### config.mk
export PLATFORM = sky130hd
export DESIGN_NAME = nibble_unpacker
export DESIGN_NICKNAME = d
export VERILOG_FILES = /design/src/rtl/nibble_unpacker.sv
export SDC_FILE = /design/constraint.sdc
export NUM_CORES = 1
export LEC_CHECK = 0
export ABC_AREA = 1
export ABC_CLOCK_PERIOD_IN_PS = 1250
export CAP_MARGIN = 20
export CELL_PAD_IN_SITES_DETAIL_PLACEMENT = 1
export CELL_PAD_IN_SITES_GLOBAL_PLACEMENT = 2
export CORE_ASPECT_RATIO = 0.75
export CORE_MARGIN = 10
export CORE_UTILIZATION = 22
export DETAILED_ROUTE_END_ITERATION = 6
export PLACE_DENSITY = 0.73
export SLEW_MARGIN = 20
export SYNTH_ARGS = -nofsm -noshare
export SYNTH_HDL_FRONTEND = slang
export SYNTH_SLANG_ARGS = --single-unit
### constraint.sdc
create_clock -name clk -period 1.25 [get_ports clk]
set_input_delay 0.125 -clock clk [delete_from_list [all_inputs] [get_ports clk]]
set_output_delay 0.125 -clock clk [all_outputs]
set_load 0.02 [all_outputs]
### src/rtl/nibble_unpacker.sv
// nibble_unpacker: splits each accepted byte into two 4-bit nibbles with a
// valid/ready handshake on both sides and counts fully emitted bytes.
// Optional build macro NIBBLE_UNPACKER_LO_FIRST_EN: emit the low nibble first
// instead of the default high-nibble-first order.
module nibble_unpacker #(
  parameter int CNT_W = 8
) (
  input  logic             clk,
  input  logic             rst,
  input  logic             in_valid,
  output logic             in_ready,
  input  logic [7:0]       in_data,
  output logic             out_valid,
  input  logic             out_ready,
  output logic [3:0]       out_data,
  output logic             out_last,
  output logic [CNT_W-1:0] byte_count
);

  typedef enum logic [1:0] {
    EMPTY  = 2'd0,
    FIRST  = 2'd1,
    SECOND = 2'd2
  } state_t;

  state_t           state_q, state_d;
  logic [7:0]       hold_q, hold_d;
  logic [CNT_W-1:0] cnt_q, cnt_d;
  logic             accept;
  logic [3:0]       nib_first;
  logic [3:0]       nib_second;

  // Nibble ordering is fixed at build time; only the mapping differs.
`ifdef NIBBLE_UNPACKER_LO_FIRST_EN
  assign nib_first  = hold_q[3:0];
  assign nib_second = hold_q[7:4];
`else
  assign nib_first  = hold_q[7:4];
  assign nib_second = hold_q[3:0];
`endif

  // Handshake and output decode: a new byte may enter when the hold register
  // is empty or its last nibble is leaving this cycle; never while in reset.
  always_comb begin
    in_ready   = 1'b0;
    out_valid  = 1'b0;
    out_data   = 4'h0;
    out_last   = 1'b0;
    case (state_q)
      EMPTY: begin
        in_ready = ~rst;
      end
      FIRST: begin
        out_valid = 1'b1;
        out_data  = nib_first;
      end
      SECOND: begin
        in_ready  = ~rst & out_ready;
        out_valid = 1'b1;
        out_data  = nib_second;
        out_last  = 1'b1;
      end
      default: begin
        in_ready = 1'b0;
      end
    endcase
  end

  assign accept     = in_valid & in_ready;
  assign byte_count = cnt_q;

  // Next-state logic: advance on downstream acceptance, reload the hold
  // register on every input transfer so SECOND->FIRST needs no bubble.
  always_comb begin
    state_d = state_q;
    hold_d  = hold_q;
    cnt_d   = cnt_q;
    case (state_q)
      EMPTY: begin
        if (in_valid) state_d = FIRST;
      end
      FIRST: begin
        if (out_ready) state_d = SECOND;
      end
      SECOND: begin
        if (out_ready) begin
          cnt_d   = cnt_q + CNT_W'(1);
          state_d = in_valid ? FIRST : EMPTY;
        end
      end
      default: begin
        state_d = EMPTY;
      end
    endcase
    if (accept) hold_d = in_data;
  end

  // State registers; reset wins over any handshake in the same cycle and
  // drops whatever byte was partially emitted.
  always_ff @(posedge clk) begin
    if (rst) begin
      state_q <= EMPTY;
      hold_q  <= 8'h00;
      cnt_q   <= '0;
    end else begin
      state_q <= state_d;
      hold_q  <= hold_d;
      cnt_q   <= cnt_d;
    end
  end

endmodule

* Word level (Yosys, flattened, before mapping)
Cells that the tools add are included.
** Storage, ports and cells
- Memories kept :: 0
- Bits in latches :: 0
- Flip-flop bits (word level) :: 18
- Logic and storage cells :: 25
- Output and inout port bits :: 15
- Memory bits (read-only) :: 0
- Input port bits :: 12
- Memory bits (writable) :: 0
** Operators by class
- Multiply operators :: 0
- Reductions and logical operators :: 4
- Divide/modulo/power cells :: 0
- Add/subtract/negate cells :: 1
- Mux-type cells :: 9
- Shift-type cells :: 0
- Bitwise operators :: 3
- Eq/ne operators :: 5
- Order comparisons :: 0
** Operators with widths (count)
- $add 8x1->8 const B :: 1
- $pmux 4 s2 :: 1
- $mux 2 :: 3
- $ne 2x2->1 const B :: 3
- $pmux 2 s3 :: 1
- $mux 1 :: 3
- $reduce_and 3->1 :: 1
- $and 1x1->1 :: 2
- $eq 2x1->1 const B :: 1
- $eq 2x2->1 const B :: 1
- $logic_not 2->1 :: 1
- $pmux 1 s2 :: 1
- $reduce_and 2->1 :: 1
- $reduce_or 2->1 :: 1
- $not 1->1 :: 1

* Longest topological paths before layout
- Depth after elaboration :: 4
- Depth in mapped cells :: 8

* Least setup slack after synthesis
Ideal clock, no wire load.
- Kind :: register to output
- Start point :: register state_q[0]
- End point :: output port out_data[0]
- Stages on the path, launching flop included :: 5
- Required time :: 1125 ps
- Slack :: -174 ps
- Arrival time :: 1299 ps
- Cells stage by stage :: dfxtp_1 inv_1 ha_1 inv_1 a21oi_1
** On the way
- Longest elaborated chain between the ends :: 2
- Elaborated cells between the ends (all ways) :: 3
- Those cells by class :: eq/ne (2); mux (1)
** Ends and longest elaborated chain
- start, declared :: RTL line 26 : state_t state_q, state_d;
- start signal, assigned :: RTL line 106 : state_q <= state_d;
- $eq 2x2->1 / $eq 2x1->1 (equally long branches) :: RTL line 49 : case (state_q)
- $pmux 4 s2 (*) :: RTL line 49
- end, declared :: RTL line 15 : output logic [3:0] out_data,
Mark *: on every way between the ends. The rest lies on a longest branch, timed or not.

* Worst setup path after layout
- Start point :: register state_q[1]
- End point :: output port out_data[0]
Same word-level chain as after synthesis.

==> results.tsv <==
metric	value	unit
register bit total from synthesis	18	
post-route non-filler standard cell count	235	
FF-to-FF path depth	9	
total DRC errors in the routed layout	0	
CTS H-tree lvls	1	
number of antenna-violating nets in the routed design	0	
mean instance size in the synthesized netlist	7.23	sq um
First-pass DRT Iterations	4	
leakage power	0.000761	uW
violated checks	negative setup slack	
startpoint types	register	
synthesis warning total	0	
Placeable Area	0.00403	sq mm
Worst Max-Slew Pin Slew	245	ps
GPL Wtd Cong	0.730	
type of element capturing the critical path	primary output	
worst reg-to-reg setup slack	-140	ps
Die Ht	75.7	um
uppermost signal routing layer after detailed routing	met4	
max-cap viol count	0	
standard-cell rows	20	
diodes inserted	0	
num ports	27	
fin util	44.6	%
clock network power share	18.1	%
number of unique standard cell types used by synthesis	16	
end of the worst register-to-register path	hold_q[2]$_SDFFE_PP0P_	
launch point of the critical path	state_q[1]$_SDFFE_PP0P_	
worst-skew pair later-pin latency	260	ps
critical path arrival	1320	ps
Total Routed Length	3420	um
Setup Skew	1.52	ps
type of the worst setup path	register to primary output	
Internal Pwr Total	1690	uW
Final WS setup	-191	ps
CTS clk-pin slew, worst paths	70	ps
CTS sink count	18	
root buf cell	sky130_fd_sc_hd__clkbuf_8	
buffer depth of the longest clock path	2	
cell total after placement	226	
reg-to-reg startpoint	state_q[0]$_SDFFE_PP0P_	
type of the most critical hold path	primary input to register	
Area Overhead vs Synth	97.1	%
status	finished with violations	
clock tree from TritonCTS	built	
count of buffers from port buffering	26	
# nets final	200	
part of the total power dissipated in sequential elements	27.5	%
DRT met1 WL	1560	um
critical path capture point	out_data[0]	
portion of the post-synthesis area used by sequential elements	39.6	%
count of filler cells inserted in the layout	448	
global-route wire length before repair	5560	um
summed instance area of the synthesized netlist	911	sq um
routed wirelength normalized by instance count	14.5	um
die extent in x	94.3	um
synthesized netlist cell count	126	
total via count after detailed routing	1021	
Max IR drop VDD	0.644	mV
number of global-route vias before repair	1129	
Place WS	-443	ps
combinational power share	54.4	%
total CTS buffers	3	
crit share post-route	115	%
crit path max fanout	4	
die outline area	0.00714	sq mm
area of combinational cells with multiple inputs	747	sq um
violation count after the first detailed-route iteration	17	
met3 wirelength from detailed routing	181	um
pin count of the biggest net entering global routing	11	
peak clock frequency supported by timing	0.694	GHz
initial standard-cell utilization of the core	22.6	%
Pins Over Slew Limit	0	
fraction of final layout cells with drive strength greater than 1	47.2	%
global route total overflow	0	
setup violation total in the final timing report	21	
net count after synthesis	145	
Final Critical Period	1440	ps
estimated wirelength of the detail-placed design	2600	um
metal2 WL	1660	um
total global routing track utilization	9.89	%
hold violation total from the final report	0	
Worst EP required	1120	ps
Switching Share	37.7	%
setup repair after global routing missed its margin	yes	
switching component of the power	1020	uW
worst hold slack	433	ps
Via density	4.34	
cell area power density	1510	mW/mm^2
worst relative slew slack	83.6	%
storage element area	368	sq um
initial antenna violation count	0	
-- layout by cell type, fill, tap and decap left out, types with 2 or more instances in the layout --
master / netlist / layout
sky130_fd_sc_hd__nand2_1: 31 / 23
sky130_fd_sc_hd__dfxtp_1: 18 / 16
sky130_fd_sc_hd__buf_6: 0 / 16
sky130_fd_sc_hd__buf_4: 0 / 16
sky130_fd_sc_hd__nand3_2: 0 / 13
sky130_fd_sc_hd__nor2_1: 13 / 11
sky130_fd_sc_hd__clkdlybuf4s50_1: 0 / 11
sky130_fd_sc_hd__nand3_1: 24 / 10
sky130_fd_sc_hd__dlygate4sd2_1: 0 / 8
sky130_fd_sc_hd__nand2_2: 1 / 7
sky130_fd_sc_hd__a21oi_4: 1 / 5
sky130_fd_sc_hd__inv_1: 11 / 5
sky130_fd_sc_hd__inv_4: 0 / 4
sky130_fd_sc_hd__a21oi_1: 10 / 4
sky130_fd_sc_hd__ha_4: 0 / 4
sky130_fd_sc_hd__clkbuf_8: 0 / 4
sky130_fd_sc_hd__ha_1: 7 / 3
sky130_fd_sc_hd__nand2_4: 1 / 2
sky130_fd_sc_hd__a21oi_2: 0 / 2
sky130_fd_sc_hd__o21ai_1: 0 / 2
sky130_fd_sc_hd__dfxtp_4: 0 / 2
-- how the worst min path moves through the flow --
stage / start / end / slack (ps) / cells past startpoint
after global placement: hold_q[4]$_SDFFE_PP0P_ / hold_q[4]$_SDFFE_PP0P_ / 460 / 2
final: in_data[1] / hold_q[1]$_SDFFE_PP0P_ / 430 / 3
after floorplan: rst / state_q[1]$_SDFFE_PP0P_ / 190 / 1
after global routing: in_data[1] / hold_q[1]$_SDFFE_PP0P_ / 450 / 3
after CTS: in_data[1] / hold_q[1]$_SDFFE_PP0P_ / 430 / 3
after detailed placement: hold_q[4]$_SDFFE_PP0P_ / hold_q[4]$_SDFFE_PP0P_ / 460 / 2
-- metrics by stage --
step / cell area [sq um] / TNS (ps) / power, uW
3_5_place_dp: 1470 / -5470 / 1750
4_1_cts: 1730 / -2780 / 2650
6_report: 1800 / -2620 / 2710
3_3_place_gp: 1470 / -4700 / 1720
2_1_floorplan: 978 / -353 / 1260
5_1_grt: 1800 / -4000 / 2880
-- logic make-up after synthesis --
family	synth area share, %
AND/OR/NAND/NOR	35.0
adder cells (fa/ha/maj)	9.61
buffers and inverters	5.63
XOR/XNOR	0.962
flip-flops	39.6
AO/OA/AOI/OAI	9.20
-- power groups by stage --
stage / Sequential [uW] / Combinational [uW] / Clock [uW]
floorplan: 730 / 528 / 0
detailed placement: 727 / 1030 / 0
global route: 759 / 1600 / 523
global placement: 722 / 999 / 0
finish: 746 / 1480 / 491
CTS: 741 / 1400 / 506
-- cells in the mapped netlist --
master	count	area share [%]
sky130_fd_sc_hd__a21oi_1	10	5.5
sky130_fd_sc_hd__ha_1	7	9.6
sky130_fd_sc_hd__dfxtp_1	18	40
sky130_fd_sc_hd__xor2_1	1	0.96
sky130_fd_sc_hd__a21oi_4	1	1.8
sky130_fd_sc_hd__nor2_1	13	5.4
sky130_fd_sc_hd__o21bai_1	1	0.82
sky130_fd_sc_hd__buf_2	2	1.1
sky130_fd_sc_hd__nor3_1	2	1.1
sky130_fd_sc_hd__nand2_1	31	13
sky130_fd_sc_hd__nand2_2	1	0.69
sky130_fd_sc_hd__o21ai_0	2	1.1
sky130_fd_sc_hd__nand3_1	24	13
sky130_fd_sc_hd__inv_1	11	4.5
sky130_fd_sc_hd__nand2_4	1	1.2
sky130_fd_sc_hd__or2_2	1	0.69
-- cell type report --
cell class / instances / share of cell area [%]
flip-flops and latches: 18 / 20.5
well taps: 55 / 3.83
clock buffers: 4 / 3.07
inverters: 11 / 3.14
repair buffers: 52 / 27.9
multi-input cells: 95 / 41.6
-- flip-flops by register name, indices dropped and copies added (netlist names) --
register and cells:
byte_count 8, hold_q 8, state_q 2
-- critical path: stages (launching register included) --
cell and delay, ps:
sky130_fd_sc_hd__dfxtp_4 390, sky130_fd_sc_hd__inv_4 60, sky130_fd_sc_hd__ha_4 290, sky130_fd_sc_hd__inv_6 50, sky130_fd_sc_hd__a21oi_4 130, sky130_fd_sc_hd__buf_6 140
-- routing by layer --
| metal | up-vias | track usage, % |
|---|---|---|
| met5 | - | 0 |
| met4 | 0 | 1.51 |
| met3 | 5 | 3.64 |
| met2 | 18 | 17.1 |
| met1 | 481 | 11.7 |
| li1 | 517 | - |
-- repair_timing --
| action | CTS | global route |
|---|---|---|
| pin swaps | 8 | 8 |
| setup endpoints to repair | 31 | 25 |
| hold buffers | 0 | 0 |
| buffers inserted | 5 | 3 |
| endpoints found under the hold margin | 0 | 0 |
| resized for setup | 95 | 17 |
No activity file was read; power rests on OpenSTA's default activity.
